**config.mk**
```make
export PLATFORM = sky130hd
export DESIGN_NAME = datapath_core
export DESIGN_NICKNAME = d
export VERILOG_FILES = /design/src/rtl/datapath_pkg.sv /design/src/rtl/datapath_core_alu.sv /design/src/rtl/datapath_core.sv
export SDC_FILE = /design/constraint.sdc
export NUM_CORES = 1
export LEC_CHECK = 0
export BUFFER_PORTS_ARGS = -buffer_cell sky130_fd_sc_hd__buf_2
export CORE_MARGIN = 1
export CORE_UTILIZATION = 45
export CTS_BUF_LIST = sky130_fd_sc_hd__clkbuf_8
export DETAILED_ROUTE_END_ITERATION = 8
export GPL_TIMING_DRIVEN = 0
export PLACE_DENSITY = 0.63
export SYNTH_ARGS = -nofsm -noshare
export SYNTH_HDL_FRONTEND = slang
export SYNTH_SLANG_ARGS = --single-unit
```
**constraint.sdc**
```tcl
create_clock -name clk -period 3.56 [get_ports clk]
set_clock_uncertainty 0.1 [all_clocks]
set_input_delay 0.712 -clock clk [delete_from_list [all_inputs] [get_ports clk]]
set_output_delay 0.712 -clock clk [all_outputs]
set_load 0.02 [all_outputs]
```
**src/rtl/datapath_pkg.sv**
```systemverilog
// ============================================================================
//  Module   : datapath_pkg
//  Brief    : Shared widths, ALU/opcode encodings and instruction field helpers
//             for the 8-bit datapath core.
//  Revision : 1.0 - initial release
// ============================================================================
`default_nettype none

package datapath_pkg;

    localparam int DATA_W  = 8;
    localparam int ADDR_W  = 8;
    localparam int INSTR_W = 16;
    localparam int NREGS   = 8;
    localparam int RIDX_W  = 3;

    typedef enum logic [2:0] {
        ALU_ADD = 3'd0,
        ALU_SUB = 3'd1,
        ALU_AND = 3'd2,
        ALU_OR  = 3'd3,
        ALU_XOR = 3'd4,
        ALU_NOT = 3'd5,
        ALU_SHL = 3'd6,
        ALU_SHR = 3'd7
    } alu_op_e;

    localparam logic [3:0] OP_LDI    = 4'hF;
    localparam logic [3:0] OP_NOP_LO = 4'h8;
    localparam logic [3:0] OP_NOP_HI = 4'hE;

    function automatic logic [3:0] get_opcode(input logic [INSTR_W-1:0] ins);
        return ins[15:12];
    endfunction

    function automatic logic [RIDX_W-1:0] get_rd(input logic [INSTR_W-1:0] ins);
        return ins[11:9];
    endfunction

    function automatic logic [RIDX_W-1:0] get_rs1(input logic [INSTR_W-1:0] ins);
        return ins[8:6];
    endfunction

    function automatic logic [RIDX_W-1:0] get_rs2(input logic [INSTR_W-1:0] ins);
        return ins[5:3];
    endfunction

    function automatic logic [DATA_W-1:0] get_imm(input logic [INSTR_W-1:0] ins);
        return ins[7:0];
    endfunction

endpackage

`default_nettype wire

```
**src/rtl/datapath_core_alu.sv**
```systemverilog
// ============================================================================
//  Module   : dp_alu
//  Brief    : Combinational 8-bit ALU; carries/borrows are discarded and shift
//             amounts use only the low three bits of b.
//  Revision : 1.0 - initial release
// ============================================================================
`default_nettype none

module dp_alu
    import datapath_pkg::*;
(
    input  logic [2:0]        op,
    input  logic [DATA_W-1:0] a,
    input  logic [DATA_W-1:0] b,
    output logic [DATA_W-1:0] y
);

    always_comb begin
        y = '0;
        case (alu_op_e'(op))
            ALU_ADD: y = a + b;
            ALU_SUB: y = a - b;
            ALU_AND: y = a & b;
            ALU_OR:  y = a | b;
            ALU_XOR: y = a ^ b;
            ALU_NOT: y = ~a;
            ALU_SHL: y = a << b[2:0];
            ALU_SHR: y = a >> b[2:0];
            default: y = '0;
        endcase
    end

endmodule

`default_nettype wire

```
**src/rtl/datapath_core.sv**
```systemverilog
// ============================================================================
//  Module   : datapath_core
//  Brief    : Single-cycle 8-bit datapath: free-running PC, 8x8 register file
//             and ALU. Define DATAPATH_ZFLAG_EN to add the registered zflag.
//  Revision : 1.0 - initial release
// ============================================================================
`default_nettype none

module datapath_core
    import datapath_pkg::*;
(
    input  logic               clk,
    input  logic               rst,
    input  logic [INSTR_W-1:0] instr,
    output logic [ADDR_W-1:0]  pc_out,
    output logic [DATA_W-1:0]  debug_r0,
    output logic [DATA_W-1:0]  debug_r1,
`ifdef DATAPATH_ZFLAG_EN
    output logic [DATA_W-1:0]  debug_r2,
    output logic               zflag
`else
    output logic [DATA_W-1:0]  debug_r2
`endif
);

    logic [ADDR_W-1:0] r_pc;
    logic [DATA_W-1:0] r_regs [NREGS];

    logic [3:0]        w_opcode;
    logic [RIDX_W-1:0] w_rd;
    logic [DATA_W-1:0] w_rs1_val;
    logic [DATA_W-1:0] w_rs2_val;
    logic [DATA_W-1:0] w_alu_y;
    logic [DATA_W-1:0] w_wdata;
    logic              w_is_alu;
    logic              w_is_ldi;
    logic              w_we;

    assign w_opcode  = get_opcode(instr);
    assign w_rd      = get_rd(instr);
    assign w_rs1_val = r_regs[get_rs1(instr)];
    assign w_rs2_val = r_regs[get_rs2(instr)];

    // Opcodes 0x0-0x7 are ALU ops, 0xF is LDI, everything between is a NOP.
    assign w_is_alu = ~w_opcode[3];
    assign w_is_ldi = (w_opcode == OP_LDI);
    assign w_we     = w_is_alu | w_is_ldi;
    assign w_wdata  = w_is_ldi ? get_imm(instr) : w_alu_y;

    dp_alu u_alu (
        .op (w_opcode[2:0]),
        .a  (w_rs1_val),
        .b  (w_rs2_val),
        .y  (w_alu_y)
    );

    always_ff @(posedge clk or posedge rst) begin
        if (rst) begin
            r_pc <= '0;
        end else begin
            r_pc <= r_pc + ADDR_W'(1);
        end
    end

    always_ff @(posedge clk or posedge rst) begin
        if (rst) begin
            for (int i = 0; i < NREGS; i++) begin
                r_regs[i] <= '0;
            end
        end else if (w_we) begin
            r_regs[w_rd] <= w_wdata;
        end
    end

`ifdef DATAPATH_ZFLAG_EN
    logic r_zflag;

    always_ff @(posedge clk or posedge rst) begin
        if (rst) begin
            r_zflag <= 1'b0;
        end else if (w_we) begin
            r_zflag <= (w_wdata == '0);
        end
    end

    assign zflag = r_zflag;
`endif

    assign pc_out   = r_pc;
    assign debug_r0 = r_regs[0];
    assign debug_r1 = r_regs[1];
    assign debug_r2 = r_regs[2];

endmodule

`default_nettype wire

```
* After elaboration in Yosys (flattened, before gate mapping) *
Cells that the tools add are included.

word-level totals
  output and inout bits = 32
  register bits = 72
  input bits = 18
  word-level logic and storage cells = 48

operators by class
  magnitude comparators = 4
  bitwise logic cells = 9
  equality and inequality tests = 8
  reductions and logical operators = 2
  muxes and demuxes = 11
  shifts and indexed selects = 2
  $add $sub $neg = 3

operators with widths
  cell                                                                           number
  64-bit bitwise mux                                                             1
  8-bit one-hot mux with 8 select lines                                          1
  8-bit binary-select mux with 3-bit select                                      2
  8-bit two-way mux                                                              6
  8-bit demux with 3-bit select                                                  1
  3-bit equality test (second input constant)                                    4
  4-bit greater-or-equal comparator (second input constant)                      3
  3-bit inverter with 4-bit output                                               3
  8-bit by 1-bit adder with 8-bit output (second input constant)                 1
  8-bit adder                                                                    1
  8-bit bitwise AND                                                              1
  8-bit inverter                                                                 1
  8-bit OR                                                                       1
  8-bit by 3-bit left shift with 8-bit output                                    1
  8-bit by 3-bit right shift with 8-bit output                                   1
  8-bit subtractor                                                               1
  8-bit bitwise XOR                                                              1
  3-bit by 2-bit equality test with 1-bit output (second input constant)         2
  4-bit equality test (second input constant)                                    1
  4-bit by 1-bit less-than comparator with 1-bit output (second input constant)  1
  3-bit by 1-bit equality test with 1-bit output (second input constant)         1
  3-bit zero test                                                                1
  1-bit logical AND                                                              1
  1-bit inverter                                                                 1
  1-bit OR                                                                       1

* Longest topological paths before layout *
Gate-level depths: netlist of the first run.

  depth after elaboration = 8
  gate-level depth with buffers = 18
  mapped depth without buffers = 15

* Modules after synthesis *
From an unflattened synthesis of the first run, not the netlist that was laid out.

second synthesis, totals
  cell total of the unflattened synthesis = 459
  area total of the unflattened synthesis = 5,590.4 um^2

by module, submodules not included
  module         instances  sequential area each (um^2)  cells an instance  area an instance (um^2)
  datapath_core  1          1,801.7                      259                4,103.9
  dp_alu         1          0.0                          200                1,486.4

* Worst setup path after synthesis of the first run *
No wires, ideal clock.

  path kind = input to register
  from = input port instr[5]
  to = register r_regs (netlist bit debug_r2[7])
  setup slack = -0.499 ns
  arrival time = 3.864 ns
  stages on the path = 16
  data required time = 3.365 ns
  buffers on the path = 3
  setup time = 0.095 ns
  cell sequence = buf_4 buf_6 mux2i_1 and2_1 or3_1 buf_4 ha_1 mux2i_1 ha_1 nor2b_1 o21ai_0 a21oi_1 o41ai_1 xnor2_1 a21oi_4 o31ai_1

on the way
  word-level cells in the longest chain between the ends = 8
  elaborated cells on any way between the ends = 14
  those cells by class = 2 x add/sub; 2 x shift; 6 x mux; 4 x bitwise

ends and longest elaborated chain
  element                                                   RTL line                 source
  start, declared                                           datapath_core.sv:14      input logic [INSTR_W-1:0] instr,
  3-bit inverter with 4-bit output (not written as such) *  datapath_core.sv:42      assign w_rs2_val = r_regs[get_rs2(instr)];
  8-bit binary-select mux with 3-bit select *               datapath_core.sv:42
  8-bit two-way mux (not written as such) * (2 in a row)    datapath_core.sv:42
  8-bit subtractor, or another cell as far along            datapath_core_alu.sv:22  ALU_SUB: y = a - b;
  8-bit one-hot mux with 8 select lines *                   datapath_core_alu.sv:20  case (alu_op_e'(op))
  8-bit two-way mux *                                       datapath_core.sv:48      assign w_wdata = w_is_ldi ? get_imm(instr) : w_alu_y;
  64-bit bitwise mux *                                      datapath_core.sv:71      r_regs[w_rd] <= w_wdata;
  end signal, assigned by index                             datapath_core.sv:71
  end, declared                                             datapath_core.sv:27      logic [DATA_W-1:0] r_regs [NREGS];

Every way passes the cells marked *; elsewhere a longest branch is shown, timed or not. The select of a mux whose other input is x is not followed.
A chain may end at the register's enable or synchronous reset.

* Final worst setup path of the first run *
  from = input port instr[5]
  to = register r_regs (netlist bit debug_r0[7])

The elaborated chain is that of the path after synthesis.

==> impl_metrics.env, run 1 <==
export IMPL_status="finished with violations"
export IMPL_failed_checks="negative setup slack"
export IMPL_numCtsBuffers=9
export IMPL_grt_total_usage_pct=27.5
export IMPL_syn_cell_area_um2=5610
export IMPL_ys_top_cells_by_count="86 x nand2_1, 72 x dfrtp_1, 48 x o21ai_0, 29 x buf_4"
export IMPL_synth_seq_cells=72
export IMPL_avgSynthCellArea_um2=9.34
export IMPL_drv_cap=0
export IMPL_grt_max_degree=73
export IMPL_p_leak_nw=2.97
export IMPL_tightest_slew_ps=888
export IMPL_clk_insertion_delay_late_ps=360
export IMPL_drt_pass1_iterations=5
export IMPL_hold_buffers=0
export IMPL_multi_input_area_um2=3600
export IMPL_comb_power_share_pct=61.5
export IMPL_fillers=1124
export IMPL_worstSetupStartpointType="input port"
export IMPL_clockRootBuffer="clkbuf_8"
export IMPL_async_flop_share_pct=100
export IMPL_fin_setup_tns_ps=-406
export IMPL_fmax_mhz=276
export IMPL_grt_first_pass_wirelength_um=26600
export IMPL_dp_hpwl_um=12300
export IMPL_worstPathArrival_ps=3740
export IMPL_power_density_nw_per_um2=870
export IMPL_port_buffers=43
export IMPL_place_gp_congestion=0.928
export IMPL_detail_route_wl_per_cell_um=20.1
export IMPL_die_w_um=114
export IMPL_drc_errors=0
export IMPL_cts_buffer_depth=2
export IMPL_drtIter0Drc=446
export IMPL_synth_top_cell_by_area="dfrtp_1"
export IMPL_core_um2=12100
export IMPL_switching_power_mw=2.61
export IMPL_fin_util_pct=55.5
export IMPL_diodes=0
export IMPL_ios=50
export IMPL_syn_inst=601
export IMPL_slowest_stage="or3_4"
export IMPL_peakVddDrop_mv=0.521
export IMPL_yosysSeqAreaShare_pct=32.1
export IMPL_rsz0062_at_grt="yes"
export IMPL_crit_top_cell="buf_8"
export IMPL_whs_ps=373
export IMPL_syn_nets=646
export IMPL_period_share_pct=102
export IMPL_crit_required_ps=3680
export IMPL_wl_um=17000
export IMPL_crit_path_end_kind="register"
export IMPL_finalMaxSlewViolations=0
export IMPL_seqCellArea_um2=1800
export IMPL_synthTopCellsByArea="dfrtp_1 32%, mux4_2 10%, ha_1 5.8%"
export IMPL_max_stage_delay_ps=410
export IMPL_synth_edf_count=0
export IMPL_start_util_pct=46.5
export IMPL_grt_pass1_vias=4830
export IMPL_hold_class="reg2reg"
export IMPL_final_hold_viol_count=0
export IMPL_antenna_found_initial=0
export IMPL_pwr_share_clk_pct=12.7
export IMPL_path_max_fanout=8
export IMPL_path_class="in2reg"
export IMPL_intPower_mw=3.21
export IMPL_drive_gt1_share_pct=32.6
export IMPL_drt_vias_per_instance=6.00
export IMPL_cts_sinks=72
export IMPL_finalSetupViolCount=8
export IMPL_clk_pin_slew_ps=80
export IMPL_htree_num_levels=3
export IMPL_yosys_warnings=0
export IMPL_netlist_area_leader_share_pct=32.1
export IMPL_synth_cell_type_count=69
export IMPL_r2r_setup_slack_ps=50
export IMPL_std_cell_rows=40
export IMPL_synthMostInstantiatedCell="nand2_1"
export IMPL_swShare_pct=44.9
export IMPL_dr_total_vias=5072
export IMPL_die_h_um=114
export IMPL_pwr_share_seq_pct=25.8
export IMPL_overflow=0
export IMPL_area_growth_pct=19.2
export IMPL_path_cells="buf_8 > buf_12 > mux2i_2 > and2_1 > or3_4 > buf_8 > ha_4 > mux2i_4 > ha_1 > nor2b_1 > o21ai_2 > a21oi_2 > o41ai_2 > xnor2_1 > a21oi_4 > o31ai_1"
export IMPL_setup_ws_ps=-65.8
export IMPL_slew_headroom_pct=40.8
export IMPL_nets=717
export IMPL_synth_ff_type="dfrtp_1"
export IMPL_die_area_um2=12900
export IMPL_cts_tree="done"
export IMPL_finalCriticalPeriod_ps=3630
export IMPL_antenna_left=0
[final timing paths]
path,depth (start not counted),from,to
worst max-delay path,16,instr[5],debug_r0[7]
worst min-delay path,1,pc_out[7],pc_out[7]
worst max register to register,14,debug_r1[1],debug_r0[7]
worst min register to register,1,pc_out[7],pc_out[7]
max in group asynchronous,2,rst,r_regs[14]
min in group asynchronous,2,rst,pc_out[4]
[kinds of logic after synthesis]
group | synth area share [%]
adder cells (fa/ha/maj) | 6.15
AO/OA/AOI/OAI | 20.2
XOR/XNOR | 2.97
multiplexers | 16.0
AND/OR/NAND/NOR | 14.8
buffers and inverters | 7.85
flip-flops | 32.1
[area by class of cell]
class,instances,share of cell area (%)
multi-input cells,449,53.8
flip-flops and latches,72,26.9
plain buffers,55,6.02
repair buffers,60,5.22
well taps,168,3.14
clock buffers,11,2.26
inverters,25,1.46
clock inverters,5,1.18
[registers in the layout, indices dropped and copies added (netlist names)]
register and flops:
pc_out 8, debug_r2 8, r_regs 40, debug_r0 8, debug_r1 8
[repair_timing]
action / CTS / global route
resized for setup: 26 / 40
hold endpoints to repair: 0 / 0
pin swaps: 30 / 33
setup buffers: 13 / 4
endpoints found under the setup margin: 40 / 48
[worst max-delay path, delay by kind of cell]
family	cells	cell delay, ps
buffers and inverters	3	390
AND/OR/NAND/NOR	3	690
AO/OA/AOI/OAI	5	990
multiplexers	2	320
adder cells (fa/ha/maj)	2	460
XOR/XNOR	1	160
[routing by layer]
layer,GRT usage [%],wire (µm)
met5,0,0
met4,13.7,679
met3,4.57,1330
met2,42.7,7820
met1,37.4,7150
[power groups by stage]
stage                     clock, mW  combinational (mW)  sequential, mW
after CTS                     0.750                3.36            1.49
after global routing          0.781                3.89            1.55
after floorplan                   0                2.47            1.37
final                         0.740                3.58            1.50
after detailed placement          0                3.16            1.50
after global placement            0                3.12            1.47
[stage by stage]
step / power (mW) / setup WS [ps] / instances / cell area (µm²)
2_1_floorplan: 3.85 / -213 / 601 / 5680
3_3_place_gp: 4.59 / -790 / 812 / 6110
3_5_place_dp: 4.66 / -810 / 812 / 6110
4_1_cts: 5.59 / -78.4 / 841 / 6530
5_1_grt: 6.21 / -141 / 845 / 6690
6_report: 5.82 / -65.8 / 845 / 6690
[placed cells by master (no fill, tap or decap), types with 4 or more instances in the layout]
cell type | synthesis | layout
nand2_1 | 86 | 86
dfrtp_1 | 72 | 72
buf_4 | 29 | 47
buf_2 | 7 | 44
o21ai_0 | 48 | 39
mux4_2 | 26 | 26
o21ai_1 | 25 | 26
nor2_1 | 26 | 25
ha_1 | 26 | 24
inv_1 | 20 | 19
a21oi_1 | 24 | 19
nor3_1 | 15 | 15
xnor2_1 | 15 | 14
clkbuf_1 | 15 | 11
nand3_1 | 12 | 11
mux2_2 | 11 | 11
clkbuf_8 | 0 | 11
mux2i_1 | 15 | 9
o21ai_2 | 2 | 9
a211oi_1 | 9 | 8
nor2b_1 | 8 | 7
a22oi_1 | 7 | 7
a21oi_2 | 2 | 7
o211ai_1 | 6 | 6
nand2b_1 | 6 | 6
o31ai_2 | 0 | 6
mux2i_4 | 1 | 5
buf_8 | 0 | 4
clkbuf_2 | 0 | 4
and3_1 | 4 | 4
nor4_1 | 4 | 4
o22ai_1 | 4 | 4
xor2_1 | 4 | 4
No activity file was read; power rests on OpenSTA's default activity.
==> run 2: changes to the inputs <==
CELL_PAD_IN_SITES_DETAIL_PLACEMENT = 0   (was not set)
CELL_PAD_IN_SITES_GLOBAL_PLACEMENT = 1   (was not set)
CORE_UTILIZATION = 44   (was 45)
PLACE_DENSITY = 0.78   (was 0.63)
SLEW_MARGIN = 10   (was not set)
==> impl_metrics.env, run 2 (synthesis results as in run 1) <==
export IMPL_cts_buffer_depth=2
export IMPL_r2r_setup_slack_ps=-10
export IMPL_clk_pin_slew_ps=70
export IMPL_r2r_cells=14
export IMPL_fmax_mhz=272
export IMPL_wl_um=17400
export IMPL_grt_first_pass_wirelength_um=27600
export IMPL_finalCriticalPeriod_ps=3680
export IMPL_clockRootBuffer="clkbuf_8"
export IMPL_rr_endpoint="r_regs[15]"
export IMPL_antenna_found_initial=0
export IMPL_antenna_left=0
export IMPL_die_h_um=115
export IMPL_dp_hpwl_um=12600
export IMPL_worstPathArrival_ps=3840
export IMPL_dp_slack_ps=-880
export IMPL_largest_register_ffs=40
export IMPL_clk_insertion_delay_late_ps=360
export IMPL_path_class="in2reg"
export IMPL_cts_sinks=72
export IMPL_rsz0062_at_grt="yes"
export IMPL_p_leak_nw=2.99
export IMPL_slew_headroom_pct=52.0
export IMPL_pwr_share_seq_pct=26.2
export IMPL_drt_pass1_iterations=5
export IMPL_peakVddDrop_mv=0.367
export IMPL_overflow=0
export IMPL_crit_path_end_kind="register"
export IMPL_worstSetupStartpointType="input port"
export IMPL_final_cell_mix="86 x nand2_1, 72 x dfrtp_1, 51 x buf_4"
export IMPL_die_w_um=115
export IMPL_grt_total_usage_pct=28.0
export IMPL_finalSetupViolCount=16
export IMPL_std_cell_rows=40
export IMPL_period_share_pct=103
export IMPL_crit_required_ps=3720
export IMPL_post_dp_cell_area_um2=6140
export IMPL_area_growth_pct=19.2
export IMPL_finalMaxSlewViolations=0
export IMPL_intPower_mw=3.12
export IMPL_nets=723
export IMPL_r2r_start="debug_r1[1]"
export IMPL_setup_ws_ps=-121
export IMPL_detail_route_wl_per_cell_um=20.4
export IMPL_hold_buffers=0
export IMPL_largest_register="r_regs"
export IMPL_diodes=0
export IMPL_drt_vias_per_instance=6.02
export IMPL_switching_power_mw=2.58
export IMPL_cts_tree="done"
export IMPL_power_density_nw_per_um2=851
export IMPL_grt_pass1_vias=5081
export IMPL_path_max_fanout=8
export IMPL_start_util_pct=46.0
export IMPL_ios=50
export IMPL_port_buffers=43
export IMPL_hold_class="in2async"
export IMPL_numCtsBuffers=9
export IMPL_tightest_slew_ps=720
export IMPL_pwr_share_clk_pct=11.5
export IMPL_drc_errors=0
export IMPL_swShare_pct=45.2
export IMPL_failed_checks="negative setup slack"
export IMPL_dr_total_vias=5124
export IMPL_drtIter0Drc=434
export IMPL_die_area_um2=13200
export IMPL_drv_cap=0
export IMPL_final_common_cell="nand2_1"
export IMPL_place_gp_congestion=0.878
export IMPL_final_hold_viol_count=0
export IMPL_status="finished with violations"
export IMPL_final_area_um2=6690
export IMPL_htree_num_levels=3
export IMPL_grt_max_degree=64
export IMPL_drive_gt1_share_pct=31.0
export IMPL_comb_power_share_pct=62.3
export IMPL_core_um2=12200
run 2: cell types whose count changed in the layout (fill, tap and decap cells not counted), sizes merged:
cell,delta
buf,+6
clkinv,-1
inv,+2
bufinv,-1
run 2: worst max-delay path, stage by stage:
cell     delay [ps]
buf_12          110
buf_8           120
mux2i_2         150
and2_1          150
or3_4           420
buf_8           140
ha_4            230
mux2i_4         160
ha_1            250
nor2b_1         130
o21ai_2         180
a21oi_2         100
o41ai_2         300
xnor2_1         240
a21oi_4         160
o31ai_2         290
run 2: final cells by class:
| class | count | area, µm² |
|---|---|---|
| multi-input combinational | 449 | 3560 |
| fill | 1148 | 5520 |
| tap | 168 | 210 |
| timing repair buffer | 66 | 414 |
| buffer | 55 | 409 |
| inverter | 25 | 100 |
| clock inverter | 5 | 47.5 |
| sequential | 72 | 1800 |
| clock buffer | 11 | 151 |
run 2: metrics by stage:
stage / hold slack, ps / util (%) / power [mW] / TNS (ps) / cells
5_1_grt: 145 / 54.8 / 6.09 / -4590 / 851
3_5_place_dp: 369 / 50.3 / 4.68 / -37390 / 813
2_1_floorplan: 360 / - / 3.85 / -2470 / 601
3_3_place_gp: 357 / 50.0 / 4.59 / -33790 / 812
4_1_cts: 139 / 53.9 / 5.54 / -1060 / 847
6_report: 146 / 54.8 / 5.70 / -922 / 851
run 2: timing repair:
item                                    in CTS  in global routing
endpoints found under the setup margin      48                 56
endpoints found under the hold margin        0                  0
pin swaps                                   30                 18
gates resized for setup                     31                 18
buffers inserted                            18                  4
run 2: how the worst max path moves through the flow:
stage / from / endpoint / slack, ps / cells after the start
global placement: instr[4] / debug_r0[7] / -790 / 15
detailed placement: instr[4] / r_regs[23] / -880 / 13
finish: instr[5] / r_regs[15] / -120 / 16
global route: instr[5] / r_regs[23] / -210 / 17
CTS: instr[5] / r_regs[14] / -80 / 17
floorplan: instr[5] / r_regs[23] / -210 / 16
run 2: power by group through the flow:
stage / Clock [mW] / Combinational (mW) / Sequential, mW
3_3_place_gp: 0 / 3.12 / 1.47
5_1_grt: 0.695 / 3.85 / 1.54
4_1_cts: 0.662 / 3.40 / 1.48
6_report: 0.656 / 3.55 / 1.49
2_1_floorplan: 0 / 2.47 / 1.37
3_5_place_dp: 0 / 3.18 / 1.50
run 2: per-layer routing:
layer | vias up | global-route usage, % | share of wire [%]
li1 | 2332 | - | -
met3 | 37 | 3.69 | 5.2
met1 | 2582 | 38.0 | 44
met5 | - | 0 | 0
met4 | 0 | 12.4 | 3.3
met2 | 173 | 45.1 | 47
==> run 3: changes to the inputs <==
CORE_UTILIZATION = 45   (was 44)
PLACE_DENSITY = 0.76   (was 0.78)
clock period = 3.6 ns   (was 3.56 ns; I/O delays follow)
==> impl_metrics.env, run 3 (synthesis results as in run 1) <==
export IMPL_slowest_stage="or3_4"
export IMPL_path_cells="buf_8 > buf_12 > mux2i_2 > and2_4 > or3_4 > buf_8 > ha_4 > mux2i_4 > fa_2 > a21o_1 > a21oi_2 > o21bai_1 > a21oi_1 > xor2_1 > nand2_1 > o221ai_4 > o21ai_1"
export IMPL_intPower_mw=3.26
export IMPL_antenna_found_initial=0
export IMPL_use_met3_pct=4.14
export IMPL_grt_max_degree=65
export IMPL_r2r_cells=14
export IMPL_whs_ps=135
export IMPL_htree_num_levels=3
export IMPL_clk_pin_slew_ps=80
export IMPL_detail_route_wl_per_cell_um=20.4
export IMPL_dr_total_vias=5006
export IMPL_use_met2_pct=45.0
export IMPL_rsz0062_at_grt="yes"
export IMPL_p_leak_nw=2.98
export IMPL_std_cell_rows=40
export IMPL_wl_um=17200
export IMPL_clk_insertion_delay_late_ps=370
export IMPL_switching_power_mw=2.58
export IMPL_ios=50
export IMPL_grt_total_usage_pct=28.2
export IMPL_final_area_um2=6720
export IMPL_fillers=1130
export IMPL_crit_path_end_kind="register"
export IMPL_top_usage_layer="met2"
export IMPL_cts_tree="done"
export IMPL_start_util_pct=46.5
export IMPL_crit_top_cell="buf_8"
export IMPL_drt_vias_per_instance=5.93
export IMPL_seqCellArea_um2=1800
export IMPL_port_buffers=43
export IMPL_area_growth_pct=19.7
export IMPL_overflow=0
export IMPL_fmax_mhz=278
export IMPL_grt_first_pass_wirelength_um=26900
export IMPL_dp_hpwl_um=12500
export IMPL_core_um2=12100
export IMPL_path_max_fanout=8
export IMPL_final_hold_viol_count=0
export IMPL_status="completed"
export IMPL_die_w_um=114
export IMPL_antenna_left=0
export IMPL_tightest_slew_ps=781
export IMPL_drc_errors=0
export IMPL_drtIter0Drc=447
export IMPL_grt_pass1_vias=4832
export IMPL_die_h_um=114
export IMPL_path_class="in2reg"
export IMPL_pwr_share_clk_pct=13.8
export IMPL_rr_endpoint="debug_r2[7]"
export IMPL_cts_buffer_depth=2
export IMPL_largest_register="r_regs"
export IMPL_diodes=0
export IMPL_swShare_pct=44.3
export IMPL_place_gp_congestion=0.899
export IMPL_r2r_start="debug_r1[1]"
export IMPL_met1_usage_pct=37.5
export IMPL_multi_input_area_um2=3570
export IMPL_pwr_share_seq_pct=25.2
export IMPL_cts_sinks=72
export IMPL_finalMaxSlewViolations=0
export IMPL_final_cell_mix="86 x nand2_1, 72 x dfrtp_1, 45 x buf_2"
export IMPL_comb_power_share_pct=61.0
export IMPL_drive_gt1_share_pct=31.4
export IMPL_largest_register_ffs=40
export IMPL_critPathBufInv=3
export IMPL_drv_cap=0
export IMPL_final_common_cell="nand2_1"
export IMPL_finalCriticalPeriod_ps=3600
export IMPL_die_area_um2=12900
export IMPL_drt_pass1_iterations=6
export IMPL_crit_family="compound AO/OA/AOI/OAI gates"
export IMPL_numCtsBuffers=9
export IMPL_worstSetupStartpointType="input port"
export IMPL_r2r_setup_slack_ps=130
export IMPL_crit_cells=17
export IMPL_clockRootBuffer="clkbuf_8"
export IMPL_crit_required_ps=3720
export IMPL_hold_class="in2async"
export IMPL_finalSetupViolCount=0
export IMPL_period_share_pct=99.9
export IMPL_max_stage_delay_ps=400
export IMPL_post_dp_cell_area_um2=6140
export IMPL_power_density_nw_per_um2=870
export IMPL_slew_headroom_pct=47.9
export IMPL_worstPathArrival_ps=3720
export IMPL_nets=716
export IMPL_finalPower_mw=5.84
export IMPL_peakVddDrop_mv=0.462
run 3: cell types whose count changed in the layout (fill, tap and decap cells not counted), sizes merged:
cell      delta
inv          -2
clkbuf       -1
buf          -6
clkinv       -1
bufinv       +2
clkinvlp     +1
run 3: stage by stage:
step	utilization (%)	setup TNS, ps	std cells	setup slack, ps
final	55.7	0	844	3.95
after floorplan	-	-1750	601	-181
after detailed placement	50.9	-33490	813	-791
after global placement	50.6	-33260	812	-811
after global routing	55.7	-1700	844	-124
after CTS	54.8	-54.6	842	-26.2
run 3: worst reg2reg max path, delay by kind of cell, from the launching register on:
| kind | cells | cell delay, ps |
|---|---|---|
| flip-flops | 1 | 430 |
| buffers and inverters | 2 | 360 |
| adder cells (fa/ha/maj) | 1 | 260 |
| AO/OA/AOI/OAI | 5 | 930 |
| XOR/XNOR | 1 | 160 |
| AND/OR/NAND/NOR | 3 | 410 |
| multiplexers | 2 | 660 |
run 3: how the worst max path moves through the flow:
stage               startpoint          end  slack (ps)
finish                instr[5]   r_regs[14]           4
CTS                   instr[5]  debug_r0[6]         -30
detailed placement    instr[4]   r_regs[39]        -790
global route         instr[12]  debug_r2[6]        -120
global placement      instr[4]  debug_r1[7]        -810
floorplan             instr[5]   r_regs[23]        -180
run 3: timing repair:
action	CTS	global route
pin swaps	26	12
hold buffers	0	0
setup buffers	13	2
resized for setup	33	29
endpoints found under the setup margin	48	55
run 3: area by class of cell:
cell class	instances	area share (%)
buffer	55	6.20
clock buffer	11	2.25
clock inverter	5	1.53
inverter	25	1.45
multi-input combinational	449	53.1
sequential	72	26.8
tap	168	3.13
timing repair buffer	59	5.51
run 3: per-layer routing:
layer / share of wire, % / up-vias / wire length (µm)
met5: 0 / - / 0
met4: 4.0 / 0 / 695
met3: 5.5 / 43 / 946
met2: 47 / 193 / 8080
met1: 43 / 2456 / 7450
li1: - / 2314 / -
run 3: power by group through the flow:
stage,clock [mW],sequential (mW),combinational [mW]
5_1_grt,0.856,1.52,3.85
4_1_cts,0.815,1.46,3.38
3_5_place_dp,0,1.48,3.15
3_3_place_gp,0,1.45,3.11
2_1_floorplan,0,1.36,2.45
6_report,0.808,1.47,3.56
